[src/rtl/sim_monitor.sv]
// sim_monitor: watches the processor's data-memory write port and PC.
// Test programs report through a tohost mailbox: 1 means pass, any other
// odd value means fail with a code, and even values are checkpoints.
// A watchdog catches runs that stop making progress, and a self-loop
// detector catches a PC that stays on one instruction.
// The verdict is sticky and everything stays frozen until reset.
module sim_monitor #(
    parameter logic [31:0] TOHOST_ADDR    = 32'hFFFF_FFF0,
    parameter int          TIMEOUT_CYCLES = 10000,
    parameter int          HANG_CYCLES    = 16
) (
    input  logic        clk,
    input  logic        reset,
    input  logic        mem_write_en,
    input  logic [31:0] mem_addr,
    input  logic [31:0] mem_write_data,
    input  logic [31:0] pc,
    output logic        done,
    output logic        pass,
    output logic        fail,
    output logic        timeout,
    output logic        hang,
    output logic [30:0] fail_code,
    output logic [31:0] fail_pc,
    output logic [15:0] checkpoints,
    output logic [31:0] cycle_count
);

    typedef enum logic [2:0] {
        ST_RUN,
        ST_PASS,
        ST_FAIL,
        ST_TIMEOUT,
        ST_HANG
    } state_t;

    // Thresholds compare against the registered counters, so the verdict
    // lands on the edge that samples the threshold cycle.
    localparam logic [31:0] WD_LIMIT = 32'(TIMEOUT_CYCLES - 1);
    localparam logic [31:0] HC_LIMIT = 32'(HANG_CYCLES - 1);

    state_t      state_reg, state_next;
    logic [30:0] fail_code_reg, fail_code_next;
    logic [31:0] fail_pc_reg, fail_pc_next;
    logic [15:0] checkpoints_reg, checkpoints_next;
    logic [31:0] cycle_count_reg, cycle_count_next;
    logic [31:0] wd_reg, wd_next;
    logic [31:0] hc_reg, hc_next;
    logic [31:0] prev_pc_reg, prev_pc_next;

    logic mailbox_hit;
    logic pc_same;

    // Decode the mailbox write and the self-loop comparison for this cycle.
    always_comb begin
        mailbox_hit = mem_write_en && (mem_addr == TOHOST_ADDR);
        pc_same     = (pc == prev_pc_reg);
    end

    // State and statistics registers; reset wins over everything.
    always_ff @(posedge clk) begin
        if (reset) begin
            state_reg       <= ST_RUN;
            fail_code_reg   <= '0;
            fail_pc_reg     <= '0;
            checkpoints_reg <= '0;
            cycle_count_reg <= '0;
            wd_reg          <= '0;
            hc_reg          <= '0;
            prev_pc_reg     <= '0;
        end else begin
            state_reg       <= state_next;
            fail_code_reg   <= fail_code_next;
            fail_pc_reg     <= fail_pc_next;
            checkpoints_reg <= checkpoints_next;
            cycle_count_reg <= cycle_count_next;
            wd_reg          <= wd_next;
            hc_reg          <= hc_next;
            prev_pc_reg     <= prev_pc_next;
        end
    end

    // Next-state: only RUN does any work; terminal states hold every register.
    // Priority within RUN is mailbox write, then watchdog, then self-loop.
    always_comb begin
        state_next       = state_reg;
        fail_code_next   = fail_code_reg;
        fail_pc_next     = fail_pc_reg;
        checkpoints_next = checkpoints_reg;
        cycle_count_next = cycle_count_reg;
        wd_next          = wd_reg;
        hc_next          = hc_reg;
        prev_pc_next     = prev_pc_reg;

        if (state_reg == ST_RUN) begin
            cycle_count_next = cycle_count_reg + 32'd1;
            wd_next          = wd_reg + 32'd1;
            prev_pc_next     = pc;
            // Saturate the loop counter so a checkpoint written from inside
            // a self-loop cannot push it past the threshold and mask a hang.
            if (pc_same) begin
                hc_next = (hc_reg == HC_LIMIT) ? hc_reg : hc_reg + 32'd1;
            end else begin
                hc_next = '0;
            end

            if (mailbox_hit) begin
                if (mem_write_data == 32'd1) begin
                    state_next = ST_PASS;
                end else if (mem_write_data[0]) begin
                    state_next     = ST_FAIL;
                    fail_code_next = mem_write_data[31:1];
                    fail_pc_next   = pc;
                end else begin
                    wd_next = '0;
                    if (checkpoints_reg != 16'hFFFF) begin
                        checkpoints_next = checkpoints_reg + 16'd1;
                    end
                end
            end else if (wd_reg == WD_LIMIT) begin
                state_next = ST_TIMEOUT;
            end else if (hc_reg == HC_LIMIT) begin
                state_next   = ST_HANG;
                fail_pc_next = pc;
            end
        end
    end

    // Verdict flags are decoded straight from the registered state.
    always_comb begin
        done        = (state_reg != ST_RUN);
        pass        = (state_reg == ST_PASS);
        fail        = (state_reg == ST_FAIL);
        timeout     = (state_reg == ST_TIMEOUT);
        hang        = (state_reg == ST_HANG);
        fail_code   = fail_code_reg;
        fail_pc     = fail_pc_reg;
        checkpoints = checkpoints_reg;
        cycle_count = cycle_count_reg;
    end

endmodule

[config.mk]
export PLATFORM = sky130hd
export DESIGN_NAME = sim_monitor
export DESIGN_NICKNAME = d
export VERILOG_FILES = /design/src/rtl/sim_monitor.sv
export SDC_FILE = /design/constraint.sdc
export NUM_CORES = 1
export LEC_CHECK = 0
export ABC_CLOCK_PERIOD_IN_PS = 2300
export BUFFER_PORTS_ARGS = -buffer_cell sky130_fd_sc_hd__buf_4
export CAP_MARGIN = 10
export CORE_ASPECT_RATIO = 0.7
export CORE_UTILIZATION = 50
export CTS_BUF_LIST = sky130_fd_sc_hd__clkbuf_8
export CTS_CLUSTER_SIZE = 24
export DETAILED_ROUTE_END_ITERATION = 16
export PLACE_DENSITY = 0.75
export SYNTH_ARGS = -nofsm -noshare
export SYNTH_HDL_FRONTEND = slang
export SYNTH_SLANG_ARGS = --single-unit
[constraint.sdc]
create_clock -name clk -period 2.3 [get_ports clk]
set_input_delay 0.345 -clock clk [delete_from_list [all_inputs] [get_ports clk]]
set_output_delay 0.345 -clock clk [all_outputs]
set_load 0.03 [all_outputs]
==> results of run 1 <==
-- worst paths after layout --
| path | from | to | slack [ns] | cells after the start |
|---|---|---|---|---|
| worst min register to register | fail_code[29] | fail_code[29] | 0.45 | 2 |
| worst max-delay path | state_reg[0] | done | 0.11 | 5 |
| worst min-delay path | mem_write_data[9] | fail_code[8] | 0.04 | 3 |
| worst max register to register | state_reg[0] | wd_reg[25] | 0.12 | 8 |
-- timing repair --
action / 4_1_cts / 5_1_grt
gates resized for setup: 2 / 14
hold endpoints to repair: 0 / 0
buffers inserted: 2 / 0
endpoints found under the setup margin: 1 / 16
-- power by group through the flow --
stage,clock [mW],sequential (mW),combinational [mW]
after global routing,3.38,3.71,0.418
after CTS,3.22,3.71,0.386
after global placement,0,3.79,0.379
after floorplan,0,3.79,0.154
after detailed placement,0,3.79,0.384
final,3.15,3.71,0.388
-- synthesized netlist by cell type (all sizes together), types with 17 or more instances --
cell	n	area (um^2)
xnor2	78	683
nor4	36	255
inv	17	63.8
nor2	112	420
a21oi	114	571
nand4	45	282
xor2	44	385
clkbuf	46	193
and3	23	145
nand2	166	626
dfxtp	210	4200
nor3	25	151
nand3	70	350
o21ai	44	220
-- cell usage in the layout (no fill, tap or decap), types with 3 or more instances in the layout --
cell type  instances
buf_4            263
dfxtp_1          207
nand2_1          165
a21oi_1          114
nor2_1           112
xnor2_1           78
nand3_1           68
nand4_1           45
xor2_1            44
o21ai_0           42
clkbuf_8          42
nor4_1            33
inv_1             26
and3_1            22
nor3_1            19
or3_1             13
and4_1             9
buf_12             8
nor4b_1            6
and2_1             5
a21o_1             4
ha_1               4
nor3_4             3
nor3b_1            3
nor3_2             3
or2_2              3
dfxtp_2            3
-- cells by family (layout without fill, tap and decap cells) --
| family | after synthesis | after routing | synth area share |
|---|---|---|---|
| AND/OR/NAND/NOR | 529 | 529 | 0.284 |
| flip-flops | 210 | 210 | 0.455 |
| AO/OA/AOI/OAI | 173 | 173 | 0.0996 |
| XOR/XNOR | 122 | 122 | 0.116 |
| buffers and inverters | 77 | 345 | 0.0347 |
| adder cells (fa/ha/maj) | 4 | 4 | 0.00542 |
| multiplexers | 4 | 4 | 0.00461 |
-- through the flow --
step,instances,power (mW),setup WS (ns),hold slack (ns)
global placement,1565,4.17,-0.0923,0.437
finish,1623,7.25,0.105,0.0366
CTS,1623,7.31,0.0374,0.00963
global route,1623,7.51,-0.0235,0.0270
floorplan,1119,3.95,0.000560,0.446
detailed placement,1565,4.18,-0.182,0.446
-- cell type report --
class / count / share of cell area
Inverter: 17 / 0.00556
Clock inverter: 14 / 0.00700
Clock buffer: 42 / 0.0475
Tap cell: 236 / 0.0243
Timing Repair Buffer: 272 / 0.176
Multi-Input combinational cell: 832 / 0.393
Sequential cell: 210 / 0.346
-- routing by layer --
metal / routed length [um] / GRT usage
met2: 10700 / 0.398
met4: 515 / 0.0716
met3: 1940 / 0.0533
met1: 12100 / 0.384
met5: 0 / 0
-- critical path: stages (launching register included) --
cell	delay (ns)
dfxtp_1	0.35
nor3_4	0.19
buf_4	0.19
clkinvlp_4	0.14
buf_6	0.21
buf_4	0.20
==> metrics.yaml, run 1 <==
drc: 0
grtUsageTotal: 0.264
grt_pass1_vias: 8204
fin_crit_sh: 0.954
die_area_um2: 19000
utilization: 0.673
cts_max_level: 1
async_reset_ff_frac: 0
synth-main-ff-cell: "dfxtp_1"
arrival_ns: 1.85
p_leak_nw: 4.70
ys_seq_elements: 210
seq_area_um2: 4210
cts_buffers: 31
wl_per_cell_um: 15.6
cap_violations: 0
fin_area_um2: 12200
first_iter_violations: 744
coreArea_um2: 18100
cts_sinks: 210
setup_viol: 0
dp_hpwl_um: 17900
period_needed_ns: 2.19
crit_type: "reg2out"
fillCellCount: 1521
p_sw_frac: 0.227
gr-total-overflow: 0
finalNetCount: 1467
endpoint_kind: "primary output"
ir_worst_vdd_mv: 0.425
fmax_ghz: 0.456
n_antenna_cell: 0
routed_wl_um: 25300
drive_gt1_frac: 0.253
clk_latency_ns: 0.57
fin_skew_ns: 0.0116
grt_max_degree: 53
synth_edf_count: 0
rows: 41
hold_violations: 0
antenna_found_initial: 0
yosysSeqAreaShare: 0.455
grt_pass1_wl_um: 40800
multiInputGateArea_um2: 4780
combPwrFrac: 0.053
clkPwrFrac: 0.435
maxSlewViolCount: 0
postCtsHoldBufs: 0
syn_nets: 1222
clkSlewWorstSetupHoldPaths_ns: 0.06
cts_tree: "built"
setup_tns_ns: 0
cp.required_ns: 1.96
start_kind: "register"
cts-root-buf: "clkbuf_8"
outcome: "finished, final reports clean"
dieWidth_um: 164
ant_nets: 0
die_y_um: 116
cp_max_fo: 33
area_delta_synth_final_pct: 31.7
netlist_area_um2: 9230
rsz0062_at_grt: "true"
portBuffers: 214
viasPerCell: 5.45
ys_types: 51
initial_core_util: 0.511
p_seq_frac: 0.512
yosysWarnings: 0
worst_slew_pin_slew_ns: 0.567
pwr_density_cell_nw_per_um2: 596
hp-class: "in2reg"
slew-limit-headroom: 0.622
ctsLongestPathBuffers: 3
gp_congestion: 0.872
synth.avg_cell_area_um2: 8.25
io-pin-count: 215
power.internal_mw: 5.60
placed_cell_area_um2: 11400
synthesis.instances: 1119
dr.pass1.iters: 5
vias: 8849
power_switching_mw: 1.65
No activity file was read; power rests on OpenSTA's default activity.
==> run 2, diff against run 1 <==
CELL_PAD_IN_SITES_DETAIL_PLACEMENT = 2   (was not set)
CELL_PAD_IN_SITES_GLOBAL_PLACEMENT = 2   (was not set)
CORE_UTILIZATION = 29   (was 50)
GPL_ROUTABILITY_DRIVEN = 0   (was not set)
==> run 2 against run 1 <==
First-iteration DRC count down 62%. Clock-buffer cell count up 6. Clock skew up 0.015 ns. Worst hold slack better by 0.016 ns. Wire length up 35%. Largest power group unchanged. Highest routed layer unchanged.
==> metrics.yaml, run 2 (synthesis gave the netlist of run 1 again) <==
outcome: "finished, final reports clean"  # unchanged
worst_slew_pin_slew_ns: 0.451  # was 0.567 ns
fin_crit_sh: 0.961  # was 0.954
setup_viol: 0  # unchanged
initial_core_util: 0.296  # was 0.511
most-common-layout-cells: "buf_4, dfxtp_1, nand2_1"  # unchanged
dp_hpwl_um: 24800  # was 17900 um
placed_cell_area_um2: 11800  # was 11400 um^2
clkPwrFrac: 0.462  # was 0.435
cts-root-buf: "clkbuf_8"  # unchanged
drive_gt1_frac: 0.268  # was 0.253
pwr_density_cell_nw_per_um2: 603  # was 596 nW/um^2
clkSlewWorstSetupHoldPaths_ns: 0.06  # about the same
portBuffers: 214  # unchanged
maxSlewViolCount: 0  # unchanged
holdCritStartpoint: "mem_write_data[26]"  # was mem_write_data[9]
gr-total-overflow: 0  # unchanged
hold_violations: 0  # unchanged
worstHoldEndpoint: "fail_code[25]"  # was fail_code[8]
coreArea_um2: 31200  # was 18100 um^2
fmax_ghz: 0.453  # was 0.456 GHz
n_antenna_cell: 0  # unchanged
drc: 0  # unchanged
wl_per_cell_um: 18.5  # was 15.6 um
whs_ns: 0.0525  # was 0.0366 ns
first_iter_violations: 282  # was 744
cp_max_fo: 4  # was 33
fin_area_um2: 12700  # was 12200 um^2
cap_violations: 0  # unchanged
ant_nets: 0  # unchanged
crit_type: "reg2reg"  # was reg2out
io-pin-count: 215  # unchanged
cts_buffers: 39  # was 31
hp-class: "in2reg"  # unchanged
combPwrFrac: 0.054  # was 0.053
power.internal_mw: 5.77  # was 5.60 mW
ir_worst_vdd_mv: 0.332  # was 0.425 mV
cts_tree: "built"  # unchanged
utilization: 0.407  # was 0.673
path_cells: "nor3_4 > buf_6 > o2111ai_1 > buf_4 > buf_4 > or4_1 > or3_1 > a21oi_1"  # was nor3_4 > buf_4 > clkinvlp_4 > buf_6 > buf_4
ctsLongestPathBuffers: 3  # unchanged
viasPerCell: 4.99  # was 5.45
finalNetCount: 1493  # was 1467
grtUsageTotal: 0.206  # was 0.264
rows: 54  # was 41
fin_skew_ns: 0.0263  # was 0.0116 ns
rsz0062_at_grt: "false"  # was true
dr.pass1.iters: 4  # was 5
power_switching_mw: 1.90  # was 1.65 mW
antenna_found_initial: 0  # unchanged
endpoint_kind: "register"  # was primary output
vias: 9179  # was 8849
r2r-start: "state_reg[0]"  # unchanged
cpMostUsedCell: "buf_4"  # unchanged
hold_depth: 3  # unchanged
dieWidth_um: 215  # was 164 um
p_seq_frac: 0.484  # was 0.512
rr_endpoint: "checkpoints[15]"  # was wd_reg[25]
clk_latency_ns: 0.56  # was 0.57 ns
grt_max_degree: 47  # was 53
r2r_cells: 8  # unchanged
r2r_slack_ns: 0.09  # was 0.12 ns
p_sw_frac: 0.248  # was 0.227
cp.required_ns: 2.77  # was 1.96 ns
period_needed_ns: 2.21  # was 2.19 ns
start_kind: "register"  # unchanged
slew-limit-headroom: 0.696  # was 0.622
setup_slack_ns: 0.0904  # was 0.105 ns
area_delta_synth_final_pct: 37.7  # was 31.7%
die_y_um: 151  # was 116 um
max_stage_delay_ns: 0.50  # was 0.35 ns
die_area_um2: 32600  # was 19000 um^2
cts_max_level: 2  # was 1
routed_wl_um: 34100  # was 25300 um
layout_commonest_cell: "buf_4"  # unchanged
arrival_ns: 2.68  # was 1.85 ns
grt_pass1_wl_um: 54000  # was 40800 um
crit_path_top_delay_cell: "or4_1"  # was dfxtp_1
postCtsHoldBufs: 0  # unchanged
pre_cts_slack_ns: -0.209  # was -0.182 ns
fillCellCount: 3532  # was 1521
grt_pass1_vias: 9859  # was 8204
p_leak_nw: 4.91  # was 4.70 nW
cts_sinks: 210  # unchanged
-- run 2: changes by cell type in the layout (fill, tap and decap cells not counted), moves of 3 or more --
cell      before  now
buf_4        263  275
inv_1         26   35
clkbuf_8      42   48
buf_12         8   13
nor4_1        33   30
nor4_2         1    4
-- run 2: worst max-delay path by stage --
| stage | slack (ns) | start | endpoint |
|---|---|---|---|
| floorplan | 0.0006 | checkpoints[5] | checkpoints[15] |
| global placement | -0.20 | mem_addr[0] | checkpoints[15] |
| detailed placement | -0.21 | mem_addr[26] | checkpoints[7] |
| CTS | 0.0005 | state_reg[1] | done |
| global route | 0.01 | state_reg[0] | checkpoints[15] |
| finish | 0.09 | state_reg[0] | checkpoints[15] |
-- run 2: timing repair --
item / in CTS / in global routing
setup endpoints to repair: 6 / 31
cloned: 1 / 0
pin swaps: 1 / 5
setup buffers: 0 / 6
gates resized for setup: 8 / 15
-- run 2: layout make-up --
type                            count  area (um^2)  area share
Sequential cell                   210         4210       0.331
Clock buffer                       48          661      0.0520
Clock inverter                     22         92.6     0.00728
Timing Repair Buffer              290         2370       0.186
Tap cell                          420          526      0.0413
Multi-Input combinational cell    832         4790       0.377
Inverter                           17         66.3     0.00522
-- run 2: power by group through the flow --
stage / Sequential (mW) / Clock (mW) / Combinational, mW
floorplan: 3.79 / 0 / 0.154
finish: 3.71 / 3.54 / 0.414
global placement: 3.79 / 0 / 0.403
detailed placement: 3.79 / 0 / 0.415
CTS: 3.71 / 3.67 / 0.419
global route: 3.72 / 3.83 / 0.450
-- run 2: per-layer routing --
layer  vias up  global-route usage  wire length, um
li1       4414                   -                -
met1      4553               0.270            16200
met2       164               0.341            15700
met3        48              0.0496             1650
met4         0              0.0525              541
met5         -                   0                0
-- run 2: metrics by stage --
| stage | total power [mW] | TNS (ns) | instances |
|---|---|---|---|
| floorplan | 3.95 | 0 | 1119 |
| finish | 7.67 | 0 | 1839 |
| global route | 8.00 | 0 | 1839 |
| CTS | 7.80 | 0 | 1833 |
| detailed placement | 4.21 | -6.77 | 1762 |
| global placement | 4.19 | -3.77 | 1762 |
-- run 2: critical path, delay by kind of cell, from the launching register on --
family / cells / cell delay, ns
and+or+nand+nor: 3 / 1.07
buffers and inverters: 3 / 0.45
DFF: 1 / 0.35
AOI/OAI and AO/OA: 2 / 0.25
==> run 3, diff against run 2 <==
MAX_ROUTING_LAYER = met4   (was not set)
PLACE_DENSITY = not set   (was 0.75)
PLACE_DENSITY_LB_ADDON = 0.1   (was not set)
==> run 3 against run 2 <==
Clock power is 3% lower. Clock skew is 0.0020 ns higher. Sequential share of layout area is 0.091 points higher. Non-clock buffer count is 5 higher. Register-to-register slack worse by 0.02 ns. Power is 1.5% lower. Die area stayed put. Combinational power is 2% higher. Flip-flop and latch count stayed put. Largest power group unchanged. Global-route usage is 0.54 points higher. Final cell count is 0.16% lower. Critical path type unchanged. Worst hold slack better by 0.0065 ns.
==> metrics.yaml, run 3 (synthesis gave the netlist of run 1 again) <==
ctsLongestPathBuffers: 3  # unchanged
rows: 54  # unchanged
drc: 0  # unchanged
cp.required_ns: 2.76  # was 2.77 ns
grt_pass1_vias: 9743  # was 9859
fin_crit_sh: 0.968  # was 0.961
layout_commonest_cell: "buf_4"  # unchanged
grt_max_degree: 42  # was 47
portBuffers: 214  # unchanged
gr-total-overflow: 0  # unchanged
worst_slew_pin_slew_ns: 0.528  # was 0.451 ns
area_delta_synth_final_pct: 37.3  # was 37.7%
setup_tns_ns: 0  # unchanged
n_antenna_cell: 0  # unchanged
fmax_ghz: 0.449  # was 0.453 GHz
clkSlewWorstSetupHoldPaths_ns: 0.07  # was 0.06 ns
finalNetCount: 1497  # was 1493
hold_depth: 3  # unchanged
worstHoldEndpoint: "prev_pc_reg[3]"  # was fail_code[25]
routed_wl_um: 33500  # was 34100 um
die_y_um: 151  # unchanged
holdCritStartpoint: "pc[3]"  # was mem_write_data[26]
clkPwrFrac: 0.452  # was 0.462
cts_tree: "built"  # unchanged
most-common-layout-cells: "buf_4, dfxtp_1, nand2_1"  # unchanged
r2r_slack_ns: 0.07  # was 0.09 ns
pwr_density_cell_nw_per_um2: 595  # was 603 nW/um^2
combPwrFrac: 0.056  # was 0.054
arrival_ns: 2.69  # was 2.68 ns
grt_pass1_wl_um: 53300  # was 54000 um
drive_gt1_frac: 0.268  # about the same
rr_endpoint: "checkpoints[15]"  # unchanged
p_leak_nw: 4.90  # was 4.91 nW
dieWidth_um: 215  # unchanged
grtUsageTotal: 0.212  # was 0.206
initial_core_util: 0.296  # unchanged
io-pin-count: 215  # unchanged
ir_worst_vdd_mv: 0.372  # was 0.332 mV
p_sw_frac: 0.244  # was 0.248
pre_cts_slack_ns: -0.272  # was -0.209 ns
power_switching_mw: 1.84  # was 1.90 mW
cts_buffers: 38  # was 39
crit_type: "reg2reg"  # unchanged
die_area_um2: 32600  # unchanged
cts_max_level: 2  # unchanged
first_iter_violations: 292  # was 282
viasPerCell: 4.95  # was 4.99
dr.pass1.iters: 4  # unchanged
maxSlewViolCount: 0  # unchanged
p_total_mw: 7.55  # was 7.67 mW
vias: 9092  # was 9179
hp-class: "in2reg"  # unchanged
start_kind: "register"  # unchanged
p_seq_frac: 0.492  # was 0.484
period_needed_ns: 2.23  # was 2.21 ns
coreArea_um2: 31200  # unchanged
setup_viol: 0  # unchanged
r2r-start: "state_reg[2]"  # was state_reg[0]
cp_max_fo: 5  # was 4
dp_hpwl_um: 24500  # was 24800 um
cts_sinks: 210  # unchanged
ant_nets: 0  # unchanged
endpoint_kind: "register"  # unchanged
setup_slack_ns: 0.0737  # was 0.0904 ns
fin_area_um2: 12700  # about the same
wl_per_cell_um: 18.2  # was 18.5 um
placed_cell_area_um2: 11900  # was 11800 um^2
hold_violations: 0  # unchanged
slew-limit-headroom: 0.644  # was 0.696
clk_latency_ns: 0.55  # was 0.56 ns
cap_violations: 0  # unchanged
antenna_found_initial: 0  # unchanged
fin_skew_ns: 0.0283  # was 0.0263 ns
power.internal_mw: 5.71  # was 5.77 mW
postCtsHoldBufs: 0  # unchanged
r2r_cells: 8  # unchanged
outcome: "finished, final reports clean"  # unchanged
cts-root-buf: "clkbuf_8"  # unchanged
run 3: worst max-delay path: stages, from the launching register on:
cell	delay, ns
dfxtp_2	0.34
nor3_4	0.26
buf_12	0.16
o2111ai_1	0.11
buf_4	0.17
buf_4	0.15
or4_4	0.51
or3_1	0.32
a21oi_1	0.13
run 3: worst max path at each step:
| stage | from | end | slack, ns | cells after the start |
|---|---|---|---|---|
| 6_report | state_reg[2] | checkpoints[15] | 0.07 | 8 |
| 5_1_grt | state_reg[2] | checkpoints[15] | -0.01 | 8 |
| 3_3_place_gp | mem_addr[0] | fail_code[26] | -0.21 | 10 |
| 3_5_place_dp | mem_addr[0] | fail_code[27] | -0.27 | 10 |
| 4_1_cts | state_reg[2] | checkpoints[5] | 0.005 | 8 |
| 2_1_floorplan | checkpoints[5] | checkpoints[15] | 0.0006 | 6 |
run 3: final cells by class:
type | instances | area [um^2]
fillers | 3581 | 18500
clock buffers | 47 | 647
flip-flops and latches | 210 | 4210
repair buffers | 295 | 2390
multi-input cells | 832 | 4780
clock inverters | 15 | 57.6
inverters | 17 | 63.8
well taps | 420 | 526
run 3: timing repair:
| item | CTS | global route |
|---|---|---|
| resized for setup | 2 | 10 |
| hold endpoints to repair | 0 | 0 |
| cloned | 0 | 1 |
| buffers inserted | 0 | 3 |
| pin swaps | 0 | 3 |
| setup endpoints to repair | 2 | 47 |
run 3: layer usage:
layer	vias up	wire length, um	GRT usage	part of all wire
li1	4419	-	-	-
met2	155	15100	0.333	0.45
met1	4477	16300	0.275	0.49
met3	41	1550	0.0466	0.046
met4	0	559	0.0557	0.017
met5	-	0	-	0
run 3: power groups by stage:
| stage | Clock [mW] | Combinational, mW | Sequential, mW |
|---|---|---|---|
| after floorplan | 0 | 0.154 | 3.79 |
| after detailed placement | 0 | 0.428 | 3.79 |
| after global routing | 3.71 | 0.461 | 3.71 |
| after CTS | 3.55 | 0.431 | 3.71 |
| final | 3.42 | 0.424 | 3.71 |
| after global placement | 0 | 0.415 | 3.79 |
run 3: metrics by stage:
| step | utilization | cells | hold WS (ns) |
|---|---|---|---|
| finish | 0.406 | 1836 | 0.0590 |
| global route | 0.406 | 1836 | 0.0463 |
| CTS | 0.403 | 1832 | 0.0217 |
| detailed placement | 0.380 | 1770 | 0.451 |
| global placement | 0.380 | 1770 | 0.440 |
| floorplan | - | 1119 | 0.446 |
